===== config.mk =====
export PLATFORM = sky130hd
export DESIGN_NAME = bin2bcd_seq_disp_flat
export DESIGN_NICKNAME = d
export VERILOG_FILES = /design/src/rtl/bin2bcd_seq_disp_if.sv /design/src/rtl/bin2bcd_seq_disp.sv /design/src/flat_wrapper.sv
export SDC_FILE = /design/constraint.sdc
export NUM_CORES = 1
export LEC_CHECK = 0
export CAP_MARGIN = 0
export CORE_ASPECT_RATIO = 1.5
export CORE_MARGIN = 4
export CORE_UTILIZATION = 25
export DETAILED_ROUTE_END_ITERATION = 8
export SYNTH_ARGS = -nofsm -noshare
export SYNTH_HDL_FRONTEND = slang
export SYNTH_SLANG_ARGS = --single-unit

===== constraint.sdc =====
create_clock -name CLOCK_50 -period 1.89 [get_ports CLOCK_50]
set_input_delay 0.189 -clock CLOCK_50 [delete_from_list [all_inputs] [get_ports CLOCK_50]]
set_output_delay 0.189 -clock CLOCK_50 [all_outputs]
set_load 0.005 [all_outputs]

===== src/rtl/bin2bcd_seq_disp_if.sv =====
// bin2bcd_seq_disp_if: conversion request and decimal/segment result bundle
interface bin2bcd_seq_disp_if #(
  parameter int WIDTH  = 7,
  parameter int DIGITS = 3
);
  logic                start;
  logic [WIDTH-1:0]    bin;
  logic                busy;
  logic                done;
  logic [4*DIGITS-1:0] bcd;
  logic [8*DIGITS-1:0] seg;
  modport master (output start, bin, input busy, done, bcd, seg);
  modport slave  (input start, bin, output busy, done, bcd, seg);
endinterface


===== src/rtl/bin2bcd_seq_disp.sv =====
// bin2bcd_seq_disp: iterative double-dabble binary-to-BCD with registered 7-segment outputs
// Define BIN2BCD_LEADING_BLANK_EN to blank leading zero digits on the display.
module bin2bcd_seq_disp #(
  parameter int WIDTH  = 7,
  parameter int DIGITS = 3
) (
  input logic               CLOCK_50,
  input logic               RST_N,
  bin2bcd_seq_disp_if.slave io
);
  localparam int SW = WIDTH + 4*DIGITS;
  localparam int CW = $clog2(WIDTH+1);
  typedef enum logic [1:0] {IDLE, SHIFT, DONE} state_t;
  state_t              state, state_nx;
  logic [SW-1:0]       sr, sr_adj;
  logic [CW-1:0]       cnt;
  logic [4*DIGITS-1:0] digits;
  logic [8*DIGITS-1:0] seg_nx;
  function automatic logic [7:0] enc(input logic [3:0] n);
    case (n)
      4'd0: enc = 8'hC0;
      4'd1: enc = 8'hF9;
      4'd2: enc = 8'hA4;
      4'd3: enc = 8'hB0;
      4'd4: enc = 8'h99;
      4'd5: enc = 8'h92;
      4'd6: enc = 8'h82;
      4'd7: enc = 8'hF8;
      4'd8: enc = 8'h80;
      4'd9: enc = 8'h90;
      default: enc = 8'hFF;
    endcase
  endfunction
  assign digits  = sr[SW-1:WIDTH];
  assign io.busy = state != IDLE;
  always_ff @(posedge CLOCK_50)
    state <= !RST_N ? IDLE : state_nx;
  always_comb begin
    state_nx = state == IDLE  ? (io.start ? SHIFT : IDLE) :
               state == SHIFT ? (cnt == CW'(1) ? DONE : SHIFT) : IDLE;
  end
  // add-3 correction on every digit happens before the shift of the same cycle
  always_comb begin
    sr_adj = sr;
    for (int i = 0; i < DIGITS; i++)
      sr_adj[WIDTH+4*i +: 4] = sr[WIDTH+4*i +: 4] >= 4'd5 ? sr[WIDTH+4*i +: 4] + 4'd3
                                                          : sr[WIDTH+4*i +: 4];
  end
`ifdef BIN2BCD_LEADING_BLANK_EN
  logic lead;
  always_comb begin
    seg_nx = '1;
    lead   = 1'b1;
    for (int i = DIGITS-1; i >= 0; i--) begin
      lead = lead && i > 0 && digits[4*i +: 4] == 4'd0;
      seg_nx[8*i +: 8] = lead ? 8'hFF : enc(digits[4*i +: 4]);
    end
  end
`else
  always_comb begin
    seg_nx = '1;
    for (int i = 0; i < DIGITS; i++)
      seg_nx[8*i +: 8] = enc(digits[4*i +: 4]);
  end
`endif
  always_ff @(posedge CLOCK_50) begin
    if (!RST_N) begin
      sr      <= '0;
      cnt     <= '0;
      io.done <= 1'b0;
      io.bcd  <= '0;
      io.seg  <= {DIGITS{8'hC0}};
    end else begin
      io.done <= state == DONE;
      if (state == IDLE && io.start) begin
        sr  <= {{4*DIGITS{1'b0}}, io.bin};
        cnt <= CW'(WIDTH);
      end else if (state == SHIFT) begin
        sr  <= sr_adj << 1;
        cnt <= cnt - 1'b1;
      end
      if (state == DONE) begin
        io.bcd <= digits;
        io.seg <= seg_nx;
      end
    end
  end
endmodule


===== src/flat_wrapper.sv =====
// flat-port wrapper written by rule: the top's interface ports become plain ports
module bin2bcd_seq_disp_flat 
#(
  parameter int WIDTH  = 7,
  parameter int DIGITS = 3
)
  (CLOCK_50, RST_N, io_start, io_bin, io_busy, io_done, io_bcd, io_seg);
  bin2bcd_seq_disp_if #(.WIDTH(WIDTH), .DIGITS(DIGITS)) io_i ();
  input logic CLOCK_50;
  input logic RST_N;
  input wire logic [$bits(io_i.start)-1:0] io_start;
  input wire logic [$bits(io_i.bin)-1:0] io_bin;
  output wire logic [$bits(io_i.busy)-1:0] io_busy;
  output wire logic [$bits(io_i.done)-1:0] io_done;
  output wire logic [$bits(io_i.bcd)-1:0] io_bcd;
  output wire logic [$bits(io_i.seg)-1:0] io_seg;
  assign io_i.start = io_start;
  assign io_i.bin = io_bin;
  assign io_busy = io_i.busy;
  assign io_done = io_i.done;
  assign io_bcd = io_i.bcd;
  assign io_seg = io_i.seg;
  bin2bcd_seq_disp #(.WIDTH(WIDTH), .DIGITS(DIGITS)) u_core (.CLOCK_50(CLOCK_50), .RST_N(RST_N), .io(io_i));
endmodule

Word-level counts from Yosys, hierarchy flattened
Memory sizes are Yosys's and may differ from the RTL's. A register that Yosys moved wholly into a read port is not among the register bits. Cells that the tools add are included. W data, S select, Z words.

Memories: 3. Bits in latches: 0. Memory bits (read-only): 336. RAM bits: 0. Logic and storage cells: 40. Output and inout bits: 38. Register bits: 61.

Memory list: (no name shown) (depth 16, width 7, read ports 1, clocked after Yosys merged registers in 1, write ports 0, line bin2bcd_seq_disp.sv:20) `case (n)`; (no name shown) (depth 16, width 7, read ports 1, clocked after Yosys merged registers in 1, write ports 0, line bin2bcd_seq_disp.sv:20); (no name shown) (depth 16, width 7, read ports 1, clocked after Yosys merged registers in 1, write ports 0, line bin2bcd_seq_disp.sv:20).

Muxes and demuxes: 11. Eq/ne operators: 3. Bitwise logic cells: 1. $add $sub $neg: 4. Shift-type cells: 0. Divide/modulo/power cells: 0. Reductions and logical operators: 8. Order comparisons: 3. $mul: 0.

Operators by type and width (count): $mux W7 (2); $ge A4 B3 Y1 const B (3); $mux W3 (3); $add A4 B2 Y4 const B (2); $mux W4 (2); $mux W2 (3); $reduce_bool A2 Y1 (2); $add A3 B2 Y3 const B (1); $eq A3 B1 Y1 const B (1); $logic_not A1 Y1 (3); $sub A3 B1 Y3 const B (1); $eq A2 B1 Y1 const B (1); $eq A2 B2 Y1 const B (1); $logic_not A2 Y1 (1); $reduce_or A2 Y1 (1); $logic_and A1 B1 Y1 (1); $mux W1 (1); $not A1 Y1 (1).

Longest topological paths before layout
Gate-level depths: netlist of the first run.

Word-level depth: 4. Gate-level depth with buffers: 6. Mapped depth without buffers: 6.

Worst setup path before layout of the first run
OpenSTA, ideal clock, no wires.

Kind: register to register. From: register u_core.sr[8]. To: register u_core.sr[8]. Data required time: 1.820 ns. Data arrival time: 1.498 ns. Path buffers: 0. Clock period less this slack: 1.568 ns. Stages on the path, launching flop included: 7. Setup slack: 0.322 ns. Cell sequence: dfxtp_1 -> inv_1 -> ha_1 -> nand2b_1 -> a2111oi_0 -> a41oi_1 -> a21oi_1.

Word-level cells in the longest chain between the ends: 2.

RTL lines: from (decl) (line bin2bcd_seq_disp.sv:15) `logic [SW-1:0] sr, sr_adj;`; from (signal assigned) (line bin2bcd_seq_disp.sv:76) `sr <= {{4*DIGITS{1'b0}}, io.bin};`; from (signal assigned) (line bin2bcd_seq_disp.sv:79) `sr <= sr_adj << 1;`; $ge A4 B3 Y1 (line bin2bcd_seq_disp.sv:46) `sr_adj[WIDTH+4*i +: 4] = sr[WIDTH+4*i +: 4] >= 4'd5 ? sr[WIDTH+4*i +: 4] + 4'd3`; $mux W4 (line bin2bcd_seq_disp.sv:46).

No other way between the ends. A chain may end at the register's enable or synchronous reset.

Worst setup path in the final report of the first run
From: register u_core.sr[7]. To: register u_core.sr[8].

Word-level cells in the longest chain between the ends: 2. Elaborated cells on any way between the ends: 3. Classes of those cells: add/sub (1); order compare (1); mux (1).

RTL lines (line): $add A4 B2 Y4 or $ge A4 B3 Y1 (tied branches) (bin2bcd_seq_disp.sv:46); $mux W4 * (bin2bcd_seq_disp.sv:46).

Every way passes the cells marked *; elsewhere a longest branch is shown, timed or not.

==> run summary, run 1 <==
outcome = completed
# DRC = 0
CTS tree = done
io pins = 48
IO Port Bufs = 44
Inserted Diodes = 0
Non-Filler Instances = 545
post-synthesis cell count = 350
Overall Power = 3.35 mW
first-pass GRT wire length = 11600 um
root buffer cell = clkbuf_16
R2R setup slack = 0.21 ns
GRT overflow = 0
Lkg Pwr = 1.41 nW
FF-to-FF path depth = 6
Clock Latency Late Sink = 0.33 ns
Total GRT Usage = 0.108
hold slack = 0.448 ns
DR iter-0 viols = 88
area growth from synthesis to layout = 31.9%
Final Hold Fails = 0
H-tree depth = 3
Routed Wire Length = 6910 um
clk sinks = 58
layout cells sized above 1 = 0.0886
Final HPWL DP = 4950 um
final setup vio count = 0
drt first pass iters = 4
Worst-Margin Slew = 0.614 ns
maxcap violations = 0
crit path max fanout = 7
placed inst area = 3530 um2
DIE AREA = 13500 um2
Final Critical Period = 1.68 ns
Vias/cell = 4.66
routability cong. = 0.862
Row Count = 48
DR WL/cell = 12.7 um
clk slew on worst S/H paths = 0.05 ns
Post-DRT Antenna Nets = 0
CP max stage delay = 0.45 ns
syn avg cell area = 8.34 um2
CTS buffer count = 9
CTS Hold Bufs = 0
synthesized flop and latch total = 58
area of the core = 11500 um2
design area = 3850 um2
Synth Cell Area = 2920 um2
vias = 2541
initial antenna violation count = 0
Inst Count DP = 529
Worst VDD drop = 0.379 mV
WP data arrival = 1.93 ns
largest net degree at the start of global routing = 33
Slew Viols, Final = 0
hold path depth = 2
Ys Warns = 0
worst hold path type = reg -> reg
vias in the first global route = 2489
Die Ht = 140 um
die width = 96.2 um
RSZ-0062 raised after global routing = no
Worst Setup End Kind = flop
clock skew = 0.00230 ns
Power per Cell Area = 869 nW/um2
Slew headroom = 0.590
Initial Util = 0.254
Max Fclk = 596 MHz
Data required, critical path = 2.14 ns
Setup TNS = 0 ns
register area share after synthesis = 0.398
layout net count = 419
post-CTS setup buffer count = 0
Longest Clk Path Bufs = 2
CP Class = reg -> reg
crit-path cells = inv_1, ha_1, nand2b_1, a2111oi_0, a41oi_1, a21oi_1
Startpoint Class = flop
final worst path period share = 0.888
synth unique cells = 42
crit path max-delay cell type = a2111oi_0
## cells in the mapped netlist (all sizes together)
library cell,instances,area share
a21oi,31,0.053
o311ai,3,0.0090
a22oi,7,0.018
o32ai,4,0.012
nor2,14,0.019
clkbuf,8,0.010
buf,21,0.040
nor2b,7,0.015
inv,20,0.026
or2,1,0.0021
and2,4,0.0086
conb,1,0.0013
o221ai,1,0.0030
o21a,5,0.013
xnor2,3,0.0090
and4,1,0.0030
o22ai,1,0.0021
o211ai,1,0.0026
nor3,8,0.014
a2111oi,3,0.0090
xor2,1,0.0030
nand3,5,0.0086
o211a,1,0.0034
or3b,1,0.0030
a31oi,3,0.0064
a211oi,7,0.018
dfxtp,58,0.40
ha,19,0.081
a221oi,3,0.0090
nand2b,7,0.015
a21boi,20,0.051
mux2i,3,0.010
o21ai,24,0.041
a41oi,3,0.0090
nand2,47,0.060
nor3b,3,0.0094
a211o,1,0.0030
## per-stage QoR
step	utilization	setup WS, ns
4_1_cts	0.335	0.104
3_5_place_dp	0.307	0.122
3_3_place_gp	0.307	0.161
2_1_floorplan	-	0.322
6_report	0.336	0.212
5_1_grt	0.336	0.0202
## state kept, by name, summed over array words and instances (netlist names)
name	count
u_core.cnt	3
u_core.io.bcd	12
u_core.io.done	1
u_core.io.seg	21
u_core.sr	19
u_core.state	2
## power breakdown
group	leakage [nW]	internal (mW)	switching, mW
clock	0.156	1.18	0.559
sequential	0.471	1.26	0.0348
combinational	0.786	0.141	0.166
## area by class of cell
type                            count  area, um2
Clock buffer                       11        243
Fill cell                        1179       7620
Timing Repair Buffer               56        556
Multi-Input combinational cell    245       1550
Clock inverter                      5       77.6
Tap cell                          150        188
Sequential cell                    58       1160
Inverter                           20       75.1
## worst max-delay path: cells and delay by family, from the launching register on
family / cells / cell delay [ns]
fa+ha+maj: 1 / 0.25
simple gates: 1 / 0.18
flops: 1 / 0.36
buf+inv: 1 / 0.15
compound gates: 3 / 0.66
## path summary, 6_finish.rpt
path                                       start               end
worst max-delay path                u_core.sr[7]      u_core.sr[8]
worst min-delay path            u_core.io.bcd[5]  u_core.io.bcd[5]
worst max register to register      u_core.sr[7]      u_core.sr[8]
worst min register to register  u_core.io.bcd[5]  u_core.io.bcd[5]
## metal layers
layer  GRT usage  part of all wire  up-vias
met3      0.0301             0.044       12
met4      0.0555             0.023        0
met5           0                 0        -
met1       0.113              0.40     1187
li1            -                 -     1301
met2       0.193              0.53       41
## cells in the final DEF (no fill, tap or decap), types with 5 or more instances in the layout
master           instances
clkbuf_16                9
o21ai_0                 14
o21ai_1                 10
ha_1                    19
inv_1                   20
clkdlybuf4s50_1         44
buf_4                   10
nor2_1                  13
nand2b_1                 7
a22oi_1                  7
a211oi_1                 7
nor3_1                   8
nand3_1                  5
nor2b_1                  5
a21oi_1                 31
a21boi_1                19
o21a_1                   5
dfxtp_1                 56
nand2_1                 47
## timing repair
item / 4_1_cts / 5_1_grt
hold endpoints to repair: 0 / 0
setup endpoints to repair: 0 / 2
resized for setup: 0 / 3
## kinds of logic (layout without fill, tap and decap cells)
group	count (synthesis)	in the layout	share of synthesized area
flip-flops	58	58	0.398
multiplexers	3	3	0.0103
XOR/XNOR	4	4	0.0120
other	1	3	0.00128
adder cells (fa/ha/maj)	19	19	0.0814
AND/OR/NAND/NOR	98	98	0.158
buffers and inverters	49	92	0.0763
AO/OA/AOI/OAI	118	118	0.263
Note: power is estimated with default switching activity, not from simulation.
==> inputs of run 2 (changes only) <==
--- a/config.mk
+++ b/config.mk
@@ -5,6 +5,7 @@
 export SDC_FILE = /design/constraint.sdc
 export NUM_CORES = 1
 export LEC_CHECK = 0
+export ABC_AREA = 1
 export CAP_MARGIN = 0
 export CORE_ASPECT_RATIO = 1.5
 export CORE_MARGIN = 4
@@ -13,3 +14,4 @@
 export SYNTH_ARGS = -nofsm -noshare
 export SYNTH_HDL_FRONTEND = slang
 export SYNTH_SLANG_ARGS = --single-unit
+export TNS_END_PERCENT = 20
==> run 2 against run 1 <==
Clock skew up 0.0044 ns. Combinational power increased by 14%. First-iteration DRC count increased by 48%. Clock-buffer cell count rose by 1. Total power shrank 6.5%. Largest power group unchanged. Sequential power about the same. Register-to-register slack improved by 0.17 ns. Wire length is 2.3% lower. Setup slack improved by 0.044 ns. Die area decreased by 2.6%. Synthesized area shrank 2.8%. Core utilization fell by 0.40 points.
==> run summary, run 2 <==
Largest register FFs = 21 (unchanged)
Vias/cell = 4.48 (was 4.66)
worst hold path type = in -> reg (was reg -> reg)
R2R setup slack = 0.38 ns (was 0.21 ns)
Final Hold Fails = 0 (unchanged)
crit-path cells = nor2_1, inv_1, clkdlybuf4s50_1 (was inv_1, ha_1, nand2b_1, a2111oi_0, a41oi_1, a21oi_1)
initial antenna violation count = 0 (unchanged)
min-delay src = io_bin[0] (was u_core.io.bcd[5])
layout cells sized above 1 = 0.0711 (was 0.0886)
count leader, synth = nand2_1 (was dfxtp_1)
post-CTS setup buffer count = 0 (unchanged)
Worst-Margin Slew = 0.523 ns (was 0.614 ns)
area growth from synthesis to layout = 29.3% (was 31.9%)
Synth Cell Area = 2840 um2 (was 2920 um2)
placed inst area = 3400 um2 (was 3530 um2)
Setup TNS = 0 ns (unchanged)
Post-synth EDFFs = 0 (unchanged)
Max Fclk = 612 MHz (was 596 MHz)
DR iter-0 viols = 130 (was 88)
Overall Power = 3.13 mW (was 3.35 mW)
post-synthesis cell count = 387 (was 350)
Largest regs = u_core.io.seg (21), u_core.sr (19), u_core.io.bcd (12) (unchanged)
Post-CTS Resized = 0 (unchanged)
commonest non-fill, non-tap cell in the layout = nand2_1 (was dfxtp_1)
clk sinks = 58 (unchanged)
Worst VDD drop = 0.399 mV (was 0.379 mV)
Final HPWL DP = 5030 um (was 4950 um)
Largest Register = u_core.io.seg (unchanged)
# DRC = 0 (unchanged)
synth top area cells = dfxtp_1 (41%), nand2_1 (13%), ha_1 (8.4%) (was dfxtp_1 (40%), ha_1 (8.1%), nand2_1 (6.0%))
syn avg cell area = 7.33 um2 (was 8.34 um2)
design area = 3670 um2 (was 3850 um2)
largest net degree at the start of global routing = 43 (was 33)
Ys Warns = 0 (unchanged)
Clock Latency Late Sink = 0.32 ns (was 0.33 ns)
synth unique cells = 30 (was 42)
Worst Setup End Kind = output pin (was flop)
GRT overflow = 0 (unchanged)
Finished Core Util = 0.332 (was 0.336)
area of the core = 11100 um2 (was 11500 um2)
WP data arrival = 1.44 ns (was 1.93 ns)
Total GRT Usage = 0.108 (about the same)
Slew Viols, Final = 0 (unchanged)
share of the synthesized area in the top cell type = 0.409 (was 0.398)
RSZ-0062 raised after global routing = no (unchanged)
vias in the first global route = 2528 (was 2489)
final setup vio count = 0 (unchanged)
Data required, critical path = 1.70 ns (was 2.14 ns)
crit path from = u_core.state[1] (was u_core.sr[7])
vias = 2614 (was 2541)
hold slack = 0.443 ns (was 0.448 ns)
clock skew = 0.00672 ns (was 0.00230 ns)
Post-DRT Antenna Nets = 0 (unchanged)
Inserted Diodes = 0 (unchanged)
Slew headroom = 0.649 (was 0.590)
IO Port Bufs = 44 (unchanged)
Routed Wire Length = 6750 um (was 6910 um)
drt first pass iters = 4 (unchanged)
leading register cell type out of synthesis = dfxtp_1 (unchanged)
FF-to-FF End = u_core.io.seg[2] (was u_core.sr[8])
synthesized flop and latch total = 58 (unchanged)
reg2reg start = u_core.state[1] (was u_core.sr[7])
DIE AREA = 13100 um2 (was 13500 um2)
Power per Cell Area = 853 nW/um2 (was 869 nW/um2)
routability cong. = 0.856 (was 0.862)
crit path max-delay cell type = clkdlybuf4s50_1 (was a2111oi_0)
Startpoint Class = flop (unchanged)
clk slew on worst S/H paths = 0.05 ns (about the same)
Async SR Flop Fraction = 0 (unchanged)
CTS buffer count = 9 (unchanged)
synth cell count leaders = nand2_1 (95), dfxtp_1 (58), inv_1 (37) (was dfxtp_1 (58), nand2_1 (47), a21oi_1 (31))
Hold Path Sink = u_core.sr[0] (was u_core.io.bcd[5])
outcome = completed (unchanged)
Lkg Pwr = 1.57 nW (was 1.41 nW)
Synth area leader = dfxtp_1 (unchanged)
Longest Clk Path Bufs = 2 (unchanged)
first-pass GRT wire length = 11400 um (was 11600 um)
H-tree depth = 3 (unchanged)
FF-to-FF path depth = 6 (unchanged)
root buffer cell = clkbuf_16 (unchanged)
most frequent cells in the layout = nand2_1 (95), dfxtp_1 (58), clkdlybuf4s50_1 (44) (was dfxtp_1 (56), nand2_1 (47), clkdlybuf4s50_1 (44))
DR WL/cell = 11.6 um (was 12.7 um)
die width = 95.0 um (was 96.2 um)
CP Class = reg -> out (was reg -> reg)
crit path max fanout = 4 (was 7)
fillers = 1201 (was 1179)
CTS Hold Bufs = 0 (unchanged)
final worst path period share = 0.864 (was 0.888)
Row Count = 47 (was 48)
CP max stage delay = 0.49 ns (was 0.45 ns)
Die Ht = 138 um (was 140 um)
CTS tree = done (unchanged)
layout net count = 461 (was 419)
io pins = 48 (unchanged)
Initial Util = 0.257 (was 0.254)
maxcap violations = 0 (unchanged)
Final Critical Period = 1.63 ns (was 1.68 ns)
register area share after synthesis = 0.409 (was 0.398)
hold path depth = 3 (was 2)
[run 2: changes by cell type after synthesis, moves of 10 or more]
cell | previous run | this run
inv_1 | 20 | 37
nor2_1 | 13 | 28
buf_2 | 16 | 6
nand2_1 | 47 | 95
nand3_1 | 5 | 20
a21boi_1 | 19 | 0
o21ai_0 | 14 | 36
[run 2: worst max-delay path by stage]
stage          slack (ns)          endpoint  depth (start not counted)
2_1_floorplan        0.56     u_core.sr[14]                          5
3_5_place_dp         0.39  u_core.io.seg[2]                          6
3_3_place_gp         0.43     u_core.sr[18]                          5
4_1_cts              0.22           io_busy                          3
6_report             0.26           io_busy                          3
5_1_grt              0.18           io_busy                          3
[run 2: cell families after synthesis]
group	synth area share
compound gates	0.178
fa+ha+maj	0.0838
buf+inv	0.0953
flops	0.409
other cells	0.00132
simple gates	0.232
[run 2: per-stage QoR]
stage,worst slack [ns],std cells
after floorplan,0.558,389
final,0.256,583
after detailed placement,0.388,568
after global routing,0.176,583
after global placement,0.429,568
after CTS,0.220,583
[run 2: layout make-up]
cell class / count / area [um2] / share of cell area
clock inverter: 3 / 15.0 / 0.00409
tap: 147 / 184 / 0.0502
clock buffer: 12 / 256 / 0.0699
sequential: 58 / 1160 / 0.317
timing repair buffer: 48 / 470 / 0.128
inverter: 44 / 168 / 0.0457
multi-input combinational: 271 / 1410 / 0.385
[run 2: power breakdown]
part | switching, mW | internal, mW
sequential | 0.0378 | 1.27
clock | 0.527 | 0.941
combinational | 0.213 | 0.138
[run 2: layer usage]
metal  wire length [um]  GRT usage  part of all wire  vias to the layer above
met2               3480      0.187              0.51                       53
met1               2700      0.116              0.40                     1193
li1                   -          -                 -                     1353
met5                  0          0                 0                        -
met3                367     0.0272             0.054                       15
met4                208     0.0631             0.031                        0
[run 2: worst max-delay path, delay by kind of cell (launching register included)]
kind          cells  cell delay (ns)
simple gates      1             0.12
flops             1             0.45
buf+inv           2             0.56
